`src/rtl/glyph_rom_arbiter.sv`:
```
// glyph_rom_arbiter: round-robin arbiter sharing one 1-bit synchronous glyph ROM.
// Each grant fetches ROW_W consecutive ROM bits and returns them as a packed row
// (MSB = pixel at the start address) tagged with the requester ID.
// Optional feature macro: GLYPH_INV_EN adds req_inv (reverse-video row per request).
module glyph_rom_arbiter #(
  parameter int unsigned NUM_REQ = 4,
  parameter int unsigned ADDR_W  = 12,
  parameter int unsigned ROW_W   = 8,
  parameter int unsigned ID_W    = 2
) (
  input  logic                      clock,
  input  logic                      reset,
  input  logic [NUM_REQ-1:0]        req,
  input  logic [NUM_REQ*ADDR_W-1:0] req_addr,
`ifdef GLYPH_INV_EN
  input  logic [NUM_REQ-1:0]        req_inv,
`endif
  output logic [NUM_REQ-1:0]        gnt,
  output logic [ADDR_W-1:0]         rom_address,
  input  logic                      rom_q,
  output logic [ROW_W-1:0]          rd_data,
  output logic [ID_W-1:0]           rd_id,
  output logic                      rd_valid,
  output logic                      busy
);

  localparam int unsigned CNT_W = (ROW_W > 1) ? $clog2(ROW_W) : 1;
  localparam logic [CNT_W-1:0] CNT_LAST = CNT_W'(ROW_W - 1);

  typedef enum logic [1:0] {IDLE, FETCH, DRAIN, DONE} state_t;

  state_t              state_q, state_d;
  logic [ID_W-1:0]     ptr_q, ptr_d;
  logic [CNT_W-1:0]    cnt_q, cnt_d;
  logic [ID_W-1:0]     id_q, id_d;
  logic                inv_q, inv_d;
  logic [ROW_W-1:0]    shift_q, shift_d;
  logic [NUM_REQ-1:0]  gnt_q, gnt_d;
  logic [ADDR_W-1:0]   rom_address_q, rom_address_d;
  logic [ROW_W-1:0]    rd_data_q, rd_data_d;
  logic [ID_W-1:0]     rd_id_q, rd_id_d;
  logic                rd_valid_q, rd_valid_d;

  logic                found;
  logic [ID_W-1:0]     win;
  logic [ADDR_W-1:0]   addr_arr [NUM_REQ];

  // Unpack the flat request address bus into one entry per requester
  always_comb begin
    for (int unsigned i = 0; i < NUM_REQ; i++) begin
      addr_arr[i] = req_addr[i*ADDR_W +: ADDR_W];
    end
  end

  // Round-robin search starting at the pointer; first pending request wins
  always_comb begin
    logic [ID_W-1:0] cand;
    found = 1'b0;
    win   = '0;
    cand  = '0;
    for (int unsigned i = 0; i < NUM_REQ; i++) begin
      cand = ID_W'((32'(ptr_q) + i) % NUM_REQ);
      if (!found && req[cand]) begin
        found = 1'b1;
        win   = cand;
      end
    end
  end

  // State register
  always_ff @(posedge clock) begin
    if (reset) state_q <= IDLE;
    else       state_q <= state_d;
  end

  // Next-state logic
  always_comb begin
    state_d = state_q;
    case (state_q)
      IDLE:    if (found) state_d = FETCH;
      FETCH:   if (cnt_q == CNT_LAST) state_d = DRAIN;
      DRAIN:   state_d = DONE;
      DONE:    state_d = found ? FETCH : IDLE;
      default: state_d = IDLE;
    endcase
  end

  // Grant, address sequencing and row capture.
  // rom_q lags rom_address by one cycle, so capture starts on the second FETCH
  // cycle and the last bit is taken in DRAIN.
  always_comb begin
    logic [ROW_W-1:0] row;
    ptr_d         = ptr_q;
    cnt_d         = cnt_q;
    id_d          = id_q;
    inv_d         = inv_q;
    shift_d       = shift_q;
    gnt_d         = '0;
    rom_address_d = rom_address_q;
    rd_data_d     = rd_data_q;
    rd_id_d       = rd_id_q;
    rd_valid_d    = 1'b0;
    row           = {shift_q[ROW_W-2:0], rom_q};
    case (state_q)
      IDLE, DONE: begin
        if (found) begin
          gnt_d         = NUM_REQ'(1) << win;
          rom_address_d = addr_arr[win];
          id_d          = win;
          cnt_d         = '0;
          ptr_d         = (32'(win) == NUM_REQ - 1) ? '0 : win + ID_W'(1);
`ifdef GLYPH_INV_EN
          inv_d         = req_inv[win];
`else
          inv_d         = 1'b0;
`endif
        end
      end
      FETCH: begin
        if (cnt_q != '0) shift_d = row;
        if (cnt_q != CNT_LAST) begin
          cnt_d         = cnt_q + 1'b1;
          rom_address_d = rom_address_q + 1'b1;
        end
      end
      DRAIN: begin
        rd_data_d  = inv_q ? ~row : row;
        rd_id_d    = id_q;
        rd_valid_d = 1'b1;
      end
      default: ;
    endcase
  end

  // Datapath registers
  always_ff @(posedge clock) begin
    if (reset) begin
      ptr_q         <= '0;
      cnt_q         <= '0;
      id_q          <= '0;
      inv_q         <= 1'b0;
      shift_q       <= '0;
      gnt_q         <= '0;
      rom_address_q <= '0;
      rd_data_q     <= '0;
      rd_id_q       <= '0;
      rd_valid_q    <= 1'b0;
    end else begin
      ptr_q         <= ptr_d;
      cnt_q         <= cnt_d;
      id_q          <= id_d;
      inv_q         <= inv_d;
      shift_q       <= shift_d;
      gnt_q         <= gnt_d;
      rom_address_q <= rom_address_d;
      rd_data_q     <= rd_data_d;
      rd_id_q       <= rd_id_d;
      rd_valid_q    <= rd_valid_d;
    end
  end

  assign gnt         = gnt_q;
  assign rom_address = rom_address_q;
  assign rd_data     = rd_data_q;
  assign rd_id       = rd_id_q;
  assign rd_valid    = rd_valid_q;
  assign busy        = (state_q != IDLE);

endmodule

```
`config.mk`:
```
export PLATFORM = sky130hd
export DESIGN_NAME = glyph_rom_arbiter
export DESIGN_NICKNAME = d
export VERILOG_FILES = /design/src/rtl/glyph_rom_arbiter.sv
export SDC_FILE = /design/constraint.sdc
export NUM_CORES = 1
export LEC_CHECK = 0
export BUFFER_PORTS_ARGS = -buffer_cell sky130_fd_sc_hd__clkbuf_2
export CAP_MARGIN = 20
export CORE_MARGIN = 2
export CORE_UTILIZATION = 51
export CTS_BUF_LIST = sky130_fd_sc_hd__clkbuf_16
export DETAILED_ROUTE_END_ITERATION = 8
export GPL_TIMING_DRIVEN = 0
export HOLD_SLACK_MARGIN = 0.12
export PLACE_DENSITY = 0.77
export SETUP_SLACK_MARGIN = 0.2
export SYNTH_ARGS = -nofsm -noshare
export SYNTH_HDL_FRONTEND = slang
export SYNTH_SLANG_ARGS = --single-unit
export TNS_END_PERCENT = 50
```
`constraint.sdc`:
```
create_clock -name clock -period 2.3 [get_ports clock]
set_input_delay 0.115 -clock clock [delete_from_list [all_inputs] [get_ports clock]]
set_output_delay 0.115 -clock clock [all_outputs]
set_load 0.01 [all_outputs]
```
Word level (Yosys, flattened, before mapping)
Cells that the tools add are included.
{"block": "op_classes", "n_reduce_logical": 16, "n_lt_le_gt_ge": 5, "n_mul": 0, "n_eq_ne": 10, "shifts": 1, "bitwise": 3, "n_mux": 31, "div": 0, "n_addsub": 6}
{"op": "12-bit 2-to-1 mux", "n": 4}
{"op": "12-bit binary-select mux with 2-bit select", "n": 1}
{"op": "12-bit case mux with 2 select lines", "n": 1}
{"op": "2-bit 2-to-1 mux", "n": 7}
{"op": "12-bit by 1-bit adder with 12-bit output, second input constant", "n": 1}
{"op": "2-bit by 3-bit < comparator with 1-bit output, second input constant", "n": 4}
{"op": "1-bit 2-to-1 mux", "n": 10}
{"op": "1-bit binary-select mux with 2-bit select", "n": 4}
{"op": "2-bit != test, second input constant", "n": 4}
{"op": "2-bit case mux with 4 select lines", "n": 1}
{"op": "2-bit == test, second input constant", "n": 3}
{"op": "3-bit 2-to-1 mux", "n": 2}
{"op": "3-bit case mux with 2 select lines", "n": 1}
{"op": "2-bit AND reduction", "n": 3}
{"op": "2-bit by 1-bit adder with 2-bit output, second input constant", "n": 2}
{"op": "2-bit adder, second input constant", "n": 2}
{"op": "2-bit nonzero test", "n": 2}
{"op": "1-bit by 2-bit << shifter with 4-bit output, first input constant", "n": 1}
{"op": "3-bit by 1-bit adder with 3-bit output, second input constant", "n": 1}
{"op": "3-bit == test, second input constant", "n": 1}
{"op": "3-bit >= comparator, second input constant", "n": 1}
{"op": "1-bit logical AND", "n": 3}
{"op": "1-bit zero test", "n": 3}
{"op": "3-bit != test, second input constant", "n": 1}
{"op": "8 further kinds", "n": 9}
{"block": "word_totals", "romBits": 0, "out_inout_bits": 28, "mem_bits_rw": 0, "ff_bits": 43, "wordCells": 82, "mem_count": 0, "latch_bits": 0, "inputBits": 55}

Depth between registers and ports, before layout
Gate-level depths: netlist (run 1).
{"block": "depth", "ltp_word": 18, "depth_mapped": 9, "mapped_depth_nobuf": 7}

Worst setup path after synthesis (run 1)
No wires, ideal clock.
{"block": "synth_path", "kind": "reg-to-reg", "from": "register cnt_q[0]", "to": "register rom_address_q[6], in the netlist rom_address[6]", "period_less_slack_ps": 1833, "path_slack_ps": 467, "path_buffers": 0, "path_stages_with_launch": 7, "required_ps": 2216, "t_arrival_ps": 1748, "setup_time_ps": 84, "cell_sequence": "dfxtp_1 -> ha_1 -> ha_1 -> nand2b_1 -> or4_1 -> a31o_2 -> o221ai_1"}
{"block": "synth_via", "elab_chain_cells": 3}
{"item": "start, declared", "line": "34", "rtl": "logic [CNT_W-1:0] cnt_q, cnt_d;"}
{"item": "start signal, assigned", "line": "150", "rtl": "cnt_q <= cnt_d;"}
{"item": "3-bit != test", "line": "121", "rtl": "if (cnt_q != CNT_LAST) begin"}
{"item": "2-bit != test (no source line)"}
{"item": "3-bit AND reduction (no source line)"}
{"item": "end signal, assigned", "line": "155", "rtl": "rom_address_q <= rom_address_d;"}
{"item": "end, declared", "line": "39", "rtl": "logic [ADDR_W-1:0] rom_address_q, rom_address_d;"}
No other way between the ends.
A chain may end at the register's enable or synchronous reset.

Final worst setup path (run 1)
{"block": "layout_path", "from": "register ptr_q[0]", "to": "register rom_address_q[5], in the netlist rom_address[5]"}
{"block": "layout_via", "elab_chain_cells": 18, "word_cells_on_any_way": 33, "classes_between": "add/sub: 3; eq/ne: 1; mux: 21; bitwise: 1; reduce/logical: 7"}
{"item": "start, declared", "line": "33", "rtl": "logic [ID_W-1:0] ptr_q, ptr_d;"}
{"item": "start signal, assigned", "line": "149", "rtl": "ptr_q <= ptr_d;"}
{"item": "parallel branches: the longest is 18 deep, another holds 2-bit by 1-bit adder with 2-bit output"}
Several ways; the timed one is not identified. The select of a mux whose other input is x is not followed.

==> results.md, run 1 <==
- Final hold slack: 0.1372 ns
- Synth top area cells: dfxtp_1 (34%), mux2i_1 (11%), nor2_1 (5.3%)
- Pwr Density: about 1200 nW/um^2
- Root Driver: clkbuf_16
- Synth top area share: between 30% and 40%
- DP HPWL: 5097 um
- Fin crit period: around 2.1 ns
- Drt first pass iters: 5
- Fin area: around 3300 um^2
- Post-Syn Instances: 311
- Met2 GRT Util: 41.03%
- ANT nets after route: 0
- F_max: 0.4859 GHz
- Clock-pin slew on the worst setup and hold paths: 0.06 ns
- Final Hold Fails: 0
- Slew @ Worst Pin: 0.6409 ns
- CP max FO: 10
- Tcrit/Tclk final: 89.48%
- Top cell type by total area after synthesis: dfxtp_1
- Unrepaired setup endpoints after global routing: yes
- ANT cells: 0
- CP Launch Point: ptr_q[0]
- Worst Hold Class: input pin to register
- Yosys warns: 0
- Sequential power share: 28.3%
- Congestion Overflow GR: 0
- Initial DRC count: 136
- Worst setup EP type: register
- Arrival @ worst endpoint: 2.30 ns
- M1 GR Usage: 33.17%
- Leak: roughly 1.5 nW
- Routability Congestion: just under 0.9
- Startpoint types: register
- Reg-to-Reg End: rom_address[5]
- Sequential area share after synthesis: around a third
- TritonCTS clock tree: built
- CP peak stage delay: 0.44 ns
- Avg WL per Cell: between 10 and 15 um
- Origin of the critical flop-to-flop path: ptr_q[0]
- Reg area: between 800 and 900 um^2
- GRT busiest layer: met2
- Setup crit end: rom_address[5]
- Vias: roughly 2700
- Starting Density: 53.57%
- Async S/R FF share, synth: 0%
- Post-synth EDFFs: 0
- Clk network pwr share: 23.4%
- Power Internal: 2.340 mW
- Worst-Skew Late Latency: 0.29 ns
- Multi-input gate area: 1610 um^2
- Nets: about 470
- TritonCTS buffer count: 5
- IO Pins: 83
- Total track usage: 25.38%
- Slew HR: 57.27%
- Largest net degree at the start of global routing: 15
- IO Port Bufs: 82
- Reg2Reg Depth: 6
- Die Y: 74.90 um
- Net Sw Frac: 40.42%
- Ys flop type: dfxtp_1
- Number of core rows: 25
- Area delta synth->final: 29.38%
- Initial antenna violation count: 0
- Worst Path Class, Setup: register to register
- Placeable Area: 4786 um^2
- Final setup vio count: 0
- Max Cap Viol: 0
- Synthesized cell area: 2564 um^2
- Vias in the first global route: 2386
- Routed WL: 6785 um
- Outcome: finished, final reports clean
- Drt drc: 0
- Syn nets: between 300 and 400
- Die area: 5610 um^2
- Met3 Use GR: 6.693%
- NetSw: roughly 1.6 mW
- Slew Limit Fails: 0
- # fillers: 417
- H-tree levels: 2
- Fraction of layout cells with a size suffix above 1: approximately 28%
- Syn_area_per_cell: between 8 and 9 um^2
- Flops & latches, synth: between 40 and 50
- Final Core Density: 69.31%
- Via density: 5.718
- Worst Clk Skew: 0.005946 ns
- Post-synth cell types: 51
- Peak VDD IR: between 0.6 and 0.7 mV
- Clock sink count: 43
- Fin Setup TNS: 0 ns
- CP Cell Sequence: nor2b_1 > nor4_2 > clkbuf_1 > o21ai_1 > a2111oi_0 > or3_1
- Clock Path Buffers: 2
- Dpl cell area: slightly above 3000 um^2
- Comb pwr share: 48.3%
- First-pass GRT wire length: 10940 um
- Reg-to-reg slack, setup: 0.24 ns
- Die Width: 74.90 um
- Slowest stage cell, crit path: dfxtp_1
- Critical Path RT: 2.54 ns
-- cell families (layout without fill, tap and decap cells) --
| group | after synthesis | count (layout) | share of synthesized area [%] |
|---|---|---|---|
| buf+inv | 32 | 125 | 4.978 |
| fa+ha+maj | 9 | 9 | 4.392 |
| mux | 28 | 28 | 10.93 |
| flops | 43 | 43 | 33.58 |
| compound gates | 89 | 89 | 25.33 |
| simple gates | 110 | 110 | 20.79 |
-- worst min-delay path by stage --
stage / startpoint / end / cells after the start
2_1_floorplan: rom_q / shift_q[0] / 2
3_3_place_gp: rom_q / shift_q[0] / 3
3_5_place_dp: rom_q / shift_q[0] / 3
4_1_cts: req_addr[14] / rom_address[2] / 3
5_1_grt: req_addr[19] / rom_address[7] / 3
6_report: req_addr[21] / rom_address[9] / 3
-- flip-flops by register name, indices dropped and copies added, names as in the netlist, 2 cells and up --
register and flops:
rd_data 8, rd_id 2, ptr_q 2, shift_q 7, rom_address 12, cnt_q 3, gnt 4, state_q 2
id_q 2
-- through the flow --
step	setup WS [ns]	cells	power, mW
floorplan	0.4672	311	2.372
global placement	0.1658	460	2.848
detailed placement	0.1056	460	2.885
CTS	0.1961	469	3.830
global route	0.09433	471	4.209
finish	0.2421	471	3.927
-- worst max-delay path: cells and delay by family, from the launching register on --
family / cells / cell delay, ns
DFF: 1 / 0.44
and+or+nand+nor: 3 / 0.71
buffers and inverters: 1 / 0.35
AOI/OAI and AO/OA: 2 / 0.51
-- cells in the mapped netlist, drive strengths merged (2+ instances only) --
| cell | n |
|---|---|
| o21a | 3 |
| nand2 | 22 |
| a211oi | 5 |
| a311o | 4 |
| ha | 9 |
| clkbuf | 11 |
| nand2b | 2 |
| nor2 | 36 |
| o221ai | 2 |
| a31o | 2 |
| o31ai | 4 |
| and3 | 4 |
| nand3 | 17 |
| o21ai | 24 |
| mux2i | 28 |
| a22oi | 2 |
| o211ai | 8 |
| buf | 9 |
| inv | 12 |
| or3 | 3 |
| a311oi | 2 |
| dfxtp | 43 |
| a41oi | 2 |
| a211o | 2 |
| a21oi | 8 |
| nor2b | 6 |
| a2111oi | 4 |
| a21o | 8 |
| nor3 | 3 |
| or4 | 3 |
| nor4 | 4 |
| nand4 | 5 |
-- timing repair --
item | CTS | global route
setup buffers | 0 | 1
hold buffers | 1 | 0
setup endpoints to repair | 13 | 17
resized for setup | 2 | 14
endpoints found under the hold margin | 2 | 0
-- routing by layer --
layer / wire (um) / vias to the layer above
met3: 553 / 9
met1: 3027 / 1217
met4: 112 / 0
met2: 3091 / 125
met5: 0 / -
li1: - / 1342
-- cells in the final DEF, fill, tap and decap left out, drive strengths merged, types with 3 or more instances in the layout --
cell	instances
nor2b	6
inv	12
a2111oi	4
dfxtp	43
nor2	36
and3	4
nand2	22
ha	9
a21o	8
buf	10
a21oi	8
clkbuf	99
nor3	3
a211oi	5
nand4	5
a311o	4
o21a	3
o211ai	8
or3	3
o31ai	4
nand3	17
o21ai	24
nor4	4
or4	3
mux2i	28
-- power by group through the flow --
stage / logic, mW / registers [mW] / clock network, mW
global placement: 1.74 / 1.11 / 0
finish: 1.90 / 1.11 / 0.919
floorplan: 1.24 / 1.13 / 0
CTS: 1.80 / 1.10 / 0.927
global route: 2.11 / 1.14 / 0.965
detailed placement: 1.77 / 1.12 / 0
-- final cells by class --
cell class	count	share of cell area, %
well taps	67	2.527
multi-input cells	236	48.55
repair buffers	85	13.05
clock inverters	3	2.037
inverters	12	1.358
flip-flops and latches	43	25.95
plain buffers	20	2.754
clock buffers	5	3.772
Power figures use the tool's default switching activity.
==> run 2: changes to the inputs <==
==> constraint.sdc (replaced) <==
create_clock -name clock -period 2.1 [get_ports clock]
set_input_delay 0.105 -clock clock [delete_from_list [all_inputs] [get_ports clock]]
set_output_delay 0.105 -clock clock [all_outputs]
set_load 0.01 [all_outputs]
==> results.md, run 2 (synthesis gave the netlist of run 1 again) <==
- Fin area: 3443 um^2 (+3.8%)
- Routed WL: 7053 um (+3.9%)
- Area delta synth->final: 34.31%
- Tcrit/Tclk final: 88.10% (-1.4 points)
- Dpl cell area: 3058 um^2 (unchanged)
- Nets: 470 (+0.64%)
- Worst Min Path Start: req_addr[21]
- Vias: 2711 (+0.67%)
- Origin of the critical flop-to-flop path: ptr_q[0]
- Clock Path Buffers: 2 (unchanged)
- Slew Limit Fails: 0 (unchanged)
- ANT cells: 0 (unchanged)
- Clock-pin slew on the worst setup and hold paths: 0.06 ns (about the same)
- Placed cells: 460 (unchanged)
- Final Hold Fails: 0 (unchanged)
- Slew @ Worst Pin: 0.6414 ns (+0.0004354 ns)
- Largest register FFs: 12 (unchanged)
- First-pass GRT wire length: 11010 um (+0.69%)
- Met3 Use GR: 6.827% (+0.13 points)
- Fin crit period: 1.850 ns (-0.2078 ns)
- Unrepaired setup endpoints after global routing: yes
- Pwr Density: 1315 nW/um^2 (+11%)
- Commonest non-fill, non-tap cell in the layout: clkbuf_2
- Worst Path Class, Setup: register to register
- Worst setup EP type: register
- Die Width: 74.90 um (unchanged)
- Leak: 1.514 nW (+2.5%)
- Met2 GRT Util: 40.94% (-0.097 points)
- Die Y: 74.90 um (unchanged)
- M1 GR Usage: 33.42% (+0.25 points)
- Reg-to-Reg End: rom_address[0]
- Placeable Area: 4786 um^2 (unchanged)
- Startpoint types: register
- Clock sink count: 43 (unchanged)
- Final Instance Count excl. Fillers: 474 (+0.64%)
- CP max FO: 10 (unchanged)
- Die area: 5610 um^2 (unchanged)
- Largest net degree at the start of global routing: 15 (unchanged)
- Root Driver: clkbuf_16
- H-tree levels: 2 (unchanged)
- Hold Crit Endpoint: rom_address[9]
- Routability Congestion: 0.8905 (unchanged)
- Reg-to-reg slack, setup: 0.25 ns (about the same)
- Hold path depth: 3 (unchanged)
- DP HPWL: 5097 um (unchanged)
- IO Pins: 83 (unchanged)
- Arrival @ worst endpoint: 2.00 ns (-0.30 ns)
- Via density: 5.719 (about the same)
- Vias in the first global route: 2402 (+0.67%)
- Fraction of layout cells with a size suffix above 1: 33.42% (+5.2 points)
- Final Core Density: 71.95% (+2.6 points)
- TritonCTS buffer count: 5 (unchanged)
- F_max: 0.5405 GHz (+11%)
- ANT nets after route: 0 (unchanged)
- Reg2Reg Depth: 7 (+1)
- Max Cap Viol: 0 (unchanged)
- Fin Setup TNS: 0 ns (unchanged)
- Number of core rows: 25 (unchanged)
- IO Port Bufs: 82 (unchanged)
- TritonCTS clock tree: built
- Worst Clk Skew: 0.004494 ns (-0.001452 ns)
- Initial antenna violation count: 0 (unchanged)
- Congestion Overflow GR: 0 (unchanged)
- Peak VDD IR: 0.6907 mV (+9.5%)
- Final setup vio count: 0 (unchanged)
- GRT busiest layer: met2
- Starting Density: 53.57% (unchanged)
- Initial DRC count: 119 (-13%)
- Total track usage: 25.52% (+0.14 points)
- Worst Hold Class: input pin to register
- Worst-Skew Late Latency: 0.29 ns (about the same)
- Drt first pass iters: 4 (-1)
- Slew HR: 57.24% (about the same)
- Drt drc: 0 (unchanged)
- Outcome: finished, final reports clean
- Critical Path RT: 2.25 ns (-0.29 ns)
- Avg WL per Cell: 14.88 um (+3.3%)
- Commonest non-fill, non-tap cells in the layout: clkbuf_2 (87), dfxtp_1 (39), nor2_1 (35)
- # fillers: 398 (-4.6%)
==> run 2: cell types whose count changed in the layout (fill, tap and decap cells not counted), sizes merged <==
cell    change
clkbuf      -1
buf         +4
==> run 2: what timing repair did <==
item                                   4_1_cts  5_1_grt
gates resized for setup                     14       36
setup endpoints to repair                   20       13
pin swaps                                    1        5
hold buffers                                 1        0
buffers inserted                             1        3
endpoints found under the hold margin        2        0
==> run 2: per-layer routing <==
metal,part of all wire (%),wire [um],up-vias
met5,0,0,-
met4,1.8,125,0
met3,7.1,499,14
met2,47,3315,114
met1,44,3113,1236
li1,-,-,1347
==> run 2: report_power, final <==
| group | switching, mW | internal, mW | leakage (nW) | total, mW |
|---|---|---|---|---|
| combinational | 1.28 | 1.00 | 1.07 | 2.28 |
| clock | 0.327 | 0.681 | 0.0900 | 1.01 |
| sequential | 0.220 | 1.02 | 0.353 | 1.24 |
| total | 1.82 | 2.70 | 1.51 | 4.53 |
==> run 2: cell type report <==
class / instances / area, um^2 / area share (%)
Tap cell: 67 / 83.83 / 2.435
Clock buffer: 5 / 125.1 / 3.634
Clock inverter: 3 / 67.56 / 1.962
Sequential cell: 43 / 868.3 / 25.22
Multi-Input combinational cell: 236 / 1682 / 48.84
Timing Repair Buffer: 88 / 455.4 / 13.23
Buffer: 20 / 116.4 / 3.379
Inverter: 12 / 45.04 / 1.308
==> run 2: per-stage QoR <==
step	total power, mW	hold slack (ns)	worst slack [ns]
floorplan	2.597	0.2489	0.2672
global placement	3.120	0.3613	-0.03418
detailed placement	3.160	0.3722	-0.09443
CTS	4.293	0.1237	0.07836
global route	4.829	0.1372	0.1523
finish	4.527	0.1281	0.2499
==> run 2: worst max-delay path by stage <==
stage,depth (start not counted),slack [ns],from,endpoint
2_1_floorplan,6,0.27,cnt_q[0],rom_address[6]
3_3_place_gp,9,-0.03,state_q[1],rom_address[11]
3_5_place_dp,9,-0.09,state_q[1],rom_address[11]
4_1_cts,7,0.08,ptr_q[0],rom_address[0]
5_1_grt,7,0.15,cnt_q[0],rom_address[8]
6_report,7,0.25,ptr_q[0],rom_address[0]
==> run 2: worst max-delay path, stage by stage (launching register included) <==
cell and delay, ns:
dfxtp_4 0.39, nor2b_2 0.07, or4_1 0.49, buf_4 0.18, buf_4 0.16, and3_1 0.17
a211oi_2 0.15, o32ai_1 0.09
